`src/rtl/contador_mod_n_load.sv`:
```
// Up/down counter over [MIN, MAX] with synchronous clamped load, wrap or saturate at the limits,
// optional rising-edge qualification of up/down, and a registered one-cycle terminal-count pulse.
module contador_mod_n_load #(
   parameter int WIDTH    = 4,
   parameter int MIN      = 0,
   parameter int MAX      = 15,
   parameter int SATURATE = 0,
   parameter int EDGE     = 1
) (
   input  logic             clk,
   input  logic             rst,
   input  logic             EN,
   input  logic             up,
   input  logic             down,
   input  logic             load,
   input  logic [WIDTH-1:0] din,
   output logic [WIDTH-1:0] out,
   output logic             tc,
   output logic             dir
);

   typedef enum logic [1:0] {
      OP_HOLD,
      OP_LOAD,
      OP_UP,
      OP_DOWN
   } op_t;

   localparam logic [WIDTH-1:0] MIN_V = WIDTH'(MIN);
   localparam logic [WIDTH-1:0] MAX_V = WIDTH'(MAX);

   logic             up_q;
   logic             down_q;
   logic             up_req;
   logic             down_req;
   op_t              op;
   logic [WIDTH-1:0] load_val;
   logic [WIDTH-1:0] out_nxt;
   logic             tc_nxt;
   logic             dir_nxt;

   // Edge registers reset high so an input held across reset release is not seen as a rising edge.
   // NOTE: sequential state uses non-blocking assignments so every register samples pre-edge values.
   always_ff @(posedge clk or posedge rst) begin
      if (rst) begin
         up_q   <= 1'b1;
         down_q <= 1'b1;
      end else begin
         up_q   <= up;
         down_q <= down;
      end
   end

   always_comb begin
      if (EDGE != 0) begin
         up_req   = up & ~up_q;
         down_req = down & ~down_q;
      end else begin
         up_req   = up;
         down_req = down;
      end
   end

   // Load beats any step; opposing requests in the same cycle cancel out.
   // NOTE: every combinational output gets a default first, so no path can infer a latch.
   always_comb begin
      op = OP_HOLD;
      if (load) begin
         op = OP_LOAD;
      end else if (EN && up_req && !down_req) begin
         op = OP_UP;
      end else if (EN && down_req && !up_req) begin
         op = OP_DOWN;
      end
   end

   always_comb begin
      load_val = din;
      if (int'(din) > MAX) begin
         load_val = MAX_V;
      end else if (int'(din) < MIN) begin
         load_val = MIN_V;
      end
   end

   always_comb begin
      out_nxt = out;
      tc_nxt  = 1'b0;
      dir_nxt = dir;
      case (op)
         OP_LOAD: begin
            out_nxt = load_val;
         end
         OP_UP: begin
            dir_nxt = 1'b1;
            if (out == MAX_V) begin
               tc_nxt  = 1'b1;
               out_nxt = (SATURATE != 0) ? MAX_V : MIN_V;
            end else begin
               out_nxt = out + WIDTH'(1);
            end
         end
         OP_DOWN: begin
            dir_nxt = 1'b0;
            if (out == MIN_V) begin
               tc_nxt  = 1'b1;
               out_nxt = (SATURATE != 0) ? MIN_V : MAX_V;
            end else begin
               out_nxt = out - WIDTH'(1);
            end
         end
         default: begin
            out_nxt = out;
         end
      endcase
   end

   always_ff @(posedge clk or posedge rst) begin
      if (rst) begin
         out <= MIN_V;
         tc  <= 1'b0;
         dir <= 1'b1;
      end else begin
         out <= out_nxt;
         tc  <= tc_nxt;
         dir <= dir_nxt;
      end
   end

endmodule

```
`config.mk`:
```
export PLATFORM = sky130hd
export DESIGN_NAME = contador_mod_n_load
export DESIGN_NICKNAME = d
export VERILOG_FILES = /design/src/rtl/contador_mod_n_load.sv
export SDC_FILE = /design/constraint.sdc
export NUM_CORES = 1
export LEC_CHECK = 0
export CAP_MARGIN = 15
export CORE_MARGIN = 1
export CORE_UTILIZATION = 35
export DETAILED_ROUTE_END_ITERATION = 8
export PLACE_DENSITY_LB_ADDON = 0.12
export SLEW_MARGIN = 40
export SYNTH_ARGS = -nofsm -noshare
export SYNTH_HDL_FRONTEND = slang
export SYNTH_SLANG_ARGS = --single-unit
```
`constraint.sdc`:
```
create_clock -name clk -period 2 [get_ports clk]
set_input_delay 0.4 -clock clk [delete_from_list [all_inputs] [get_ports clk]]
set_output_delay 0.4 -clock clk [all_outputs]
set_load 0.005 [all_outputs]
```
### Yosys cells after proc, flatten, opt, wreduce, memory -nomap -nowiden

Index checks and enable logic that the tools add are counted.

| operators by class | value |
|---|---|
| $add $sub $neg | 2 |
| equality and inequality tests | 4 |
| multiplexer cells | 10 |
| bitwise gates (word level) | 4 |
| reduce and logical (&&, ||, !) cells | 9 |

Operators by type and width:

| operator | count |
|---|---|
| $pmux 4 s3 | 1 |
| $mux 4 | 2 |
| $mux 2 | 3 |
| $add 4x1->4 const B | 1 |
| $eq 2x2->1 const B | 2 |
| $eq 4x4->1 const B | 1 |
| $logic_and 1x1->1 | 4 |
| $logic_not 4->1 | 1 |
| $pmux 1 s2 | 2 |
| $sub 4x1->4 const B | 1 |
| $reduce_bool 3->1 | 1 |
| $and 1x1->1 | 2 |
| $eq 2x1->1 const B | 1 |
| $logic_not 1->1 | 2 |
| $mux 1 | 2 |
| $not 1->1 | 2 |
| $reduce_bool 2->1 | 1 |

| word-level totals | value |
|---|---|
| flip-flop bits (word level) | 8 |
| output and inout bits | 6 |

### Longest topological paths before layout

| depth | value |
|---|---|
| depth after elaboration | 9 |
| mapped depth | 6 |
| gate-level depth less buffers | 6 |

### Worst setup path before layout

Ideal clock, no wire load.

| timing | value |
|---|---|
| path type | reg2reg |
| from | register up_q |
| to | register out[0] |
| library setup time | 0.121 ns |
| arrival time | 1.330 ns |
| data required time | 1.879 ns |
| slack | 0.549 ns |
| stages on the path, launching flop included | 6 |
| buffers on the path | 0 |
| clock period less this slack | 1.451 ns |
| cell sequence | dfstp_2 nand2b_4 xnor2_2 a21oi_2 a311o_1 a22o_1 |

| on the way | value |
|---|---|
| word-level cells in the longest chain between the ends | 9 |
| elaborated cells on any way between the ends | 14 |
| those cells by class | 3 x eq/ne; 4 x mux; 2 x bitwise; 5 x reduce/logical |

Ends and longest elaborated chain:

| item | line | source |
|---|---|---|
| start, declared | 32 | `logic up_q;` |
| start signal, assigned | 49 | `up_q <= up;` |
| $not 1->1 (*) | 56 | `up_req = up & ~up_q;` |
| $and 1x1->1 (*) | 56 |  |
| $logic_not 1->1 | 72 | `end else if (EN && down_req && !up_req) begin` |
| $logic_and 1x1->1 | 72 |  |
| $mux 2 | 72 |  |
| $mux 2 (*) | 70 | `end else if (EN && up_req && !down_req) begin` |
| $mux 2 (*) | 68 | `if (load) begin` |
| $eq 2x2->1 / $eq 2x1->1 (equally long branches) | 90 | `case (op)` |
| $pmux 4 s3 / $reduce_bool 3->1 (equally long branches) | -- |  |
| end signal, assigned | 124 | `out <= out_nxt;` |
| end, declared | 17 | `output logic [WIDTH-1:0] out,` |

Mark *: on every way between the ends. The rest lies on a longest branch, timed or not.
A chain may end at the register's enable or synchronous reset.

### Final worst setup path

| timing | value |
|---|---|
| from | input down |
| to | register out[0] |

| on the way | value |
|---|---|
| word-level cells in the longest chain between the ends | 8 |
| elaborated cells on any way between the ends | 13 |
| those cells by class | 3 x eq/ne; 4 x mux; 1 x bitwise; 5 x reduce/logical |

Ends and longest elaborated chain:

| item | line | source |
|---|---|---|
| start, declared | 14 | `input logic down,` |
| $and 1x1->1 (*) | 57 | `down_req = down & ~down_q;` |
| $logic_and 1x1->1 (2 in series) | 72 |  |
| $mux 2 | 72 |  |
| $mux 2 (*) | 70 |  |
| $mux 2 (*) | 68 |  |
| $eq 2x2->1 / $eq 2x1->1 (equally long branches) | 90 |  |
| $pmux 4 s3 / $reduce_bool 3->1 (equally long branches) | -- |  |

Marks and branches as above.

==> results by group <==
Worst setup path
  – Critical-path maximum fanout: 3
  – CP endpoint kind: flip-flop
  – Worst Path Arrival: 1830 ps
  – Worst path required time: 2140 ps
  – Worst setup path class: in -> reg
  – Startpoint class of the critical path: input pin

Synthesis
  – Synth Area per Inst: 9.30 µm²
  – Register area share after synthesis: 39.9%
  – Syn_nets: 67
  – #FFs+latches synth: 8
  – Area contributors post-synth: dfrtp_1 24%, dfstp_2 15%, a21oi_1 4.9%
  – Mapped cell area: 512 µm²
  – Top cell type's share of synthesized area: 24.4%
  – Ys Warns: 0
  – Netlist cell types: 29
  – Area leader, netlist: dfrtp_1
  – Syn Inst Count: 55

STA
  – Fin worst setup slack: 308 ps
  – Max frequency: 0.591 GHz
  – Final Max Slew Viols: 0
  – WHS: 383 ps
  – Setup_tns: 0 ps
  – Final Hold Fails: 0
  – RSZ-0062 raised after global routing: no
  – Final period utilization: 84.6%
  – Min Clock Period, post-route: 1690 ps
  – Fin Clk Skew: 10.7 ps
  – Slew margin rel.: 75.7%
  – # setup viols final: 0
  – Slew @ Worst Pin: 360 ps

Route
  – Routed vias: 504
  – Post-DR wirelength/cell: 13.4 µm
  – Routed wire length: 1.26 mm
  – DR iter-0 viols: 7
  – First-pass DRT Iterations: 4
  – DR vias/cell: 5.36
  – # DRC: 0
  – ANT nets after route: 0

Clock network
  – Postcts setup bufs: 0
  – Sink Count: 8
  – Deepest clock path buffer count: 2
  – H-tree levels: 1
  – Post_cts resized: 0
  – Clock latency on the worst-skew pair: 260 ps
  – CTS hold repair buffers: 0
  – Cts bufs inserted: 3
  – CTS tree: built
  – Clk root buf: clkbuf_4
  – Clock-pin slew on the worst setup and hold paths: 70 ps

Global routing
  – Initial antenna violation count: 0
  – Largest net degree at the start of global routing: 9
  – GRT Util Overall: 19.3%
  – First-pass GRT wire length: 1.96 mm
  – Number of global-route vias before repair: 460
  – Overflow after GRT: 0

Floorplan
  – Die X: 40.2 µm
  – Initial Util: 38.4%
  – Die height: 40.2 µm
  – Row Count: 13
  – Core area: 0.00133 mm²
  – Die area: 0.00162 mm²
  – Num ports: 16

Final layout
  – Fill cell count: 127
  – Layout cell share with drive strength beyond 1: 20.3%
  – Nets@finish: 92
  – N_diodes: 0
  – Commonest non-fill, non-tap cell in the layout: clkdlybuf4s50_1
  – Layout area overhead: 45.5%
  – Commonest cells after routing, fill and taps aside: 15 x clkdlybuf4s50_1, 5 x a21oi_1, 5 x nand2_1, 5 x dfrtp_1, 5 x buf_4

Placed design
  – GPL Wtd Cong: 0.812
  – DP Wirelength: 980 µm
  – PortBufs: 15
  – Pre-CTS WS: 36.0 ps

Run status
  – Run status: finished, final reports clean

Pwr
  – Pwr Density: 714 mW/mm²
  – Peak supply drop: 407 µV
  – Leakage Power: 0.329 nW

Flow run
  – Max-cap violations: 0

Worst hold path
  – Min-Delay Path Class: in -> async
Yosys cell counts, drive strengths merged:
cell     instances
nand3            4
xnor2            1
a221oi           1
and2b            1
o2111ai          1
nand2            5
mux2i            1
and3             2
o31ai            1
o21ai            3
dfstp            3
o22ai            1
dfrtp            5
nand2b           2
o41ai            1
nor2b            3
inv              4
a31o             1
a22o             1
nor3             1
ha               2
a311oi           1
a311o            1
nor2             3
a21oi            6
power by group:
group,internal (W),switching (W)
sequential,0.000187,0.0000269
combinational,0.0000982,0.0000756
clock,0.0000768,0.0000671
total,0.000362,0.000170
cells by family after synthesis:
family | after synthesis | share of synthesized area (%)
compound gates | 18 | 24.5
fa+ha+maj | 2 | 4.89
xor+xnor | 1 | 3.18
buf+inv | 4 | 2.93
simple gates | 21 | 22.7
mux | 1 | 1.96
flops | 8 | 39.9
worst max-delay path, stage by stage:
cell and delay [ps]:
clkdlybuf4s50_1 470, nor2b_2 210, xnor2_2 150, a21oi_2 90, a311o_1 310, a22o_1 190
final cells by class:
class	count	area [µm²]	area share (%)
timing repair buffer	20	188	25.2
multi-input combinational	43	293	39.3
clock buffer	4	26.3	3.53
tap	15	18.8	2.52
inverter	4	15.0	2.02
sequential	8	204	27.4
routing by layer:
layer | part of all wire [%] | up-vias | GRT usage, %
met3 | 3.2 | 2 | 5.00
met4 | 0.40 | 0 | 10.0
met1 | 45 | 236 | 22.8
li1 | - | 250 | -
met5 | 0 | - | 0
met2 | 51 | 16 | 31.9
registers in the layout (all words and copies together), names as in the netlist:
signal	flops
up_q	1
dir	1
out	4
tc	1
down_q	1
worst paths after layout:
kind                       slack [ps]     end  cells after the start  from
setup / recovery                  310  out[0]                      6  down
hold / removal                    380  out[3]                      2   rst
setup reg to reg                  490  out[0]                      5  up_q
hold reg to reg                   470     dir                      2   dir
max in group asynchronous        1310     dir                      2   rst
min in group clk                  470     dir                      2   dir
stage by stage:
step	cell area [µm²]	total power [W]	util (%)	instances
after global routing	744	0.000562	55.8	94
after global placement	718	0.000388	53.8	90
after floorplan	512	0.000301	-	55
final	744	0.000532	55.8	94
after detailed placement	718	0.000390	53.8	90
after CTS	744	0.000538	55.8	94
(Power assumes the default switching activity.)
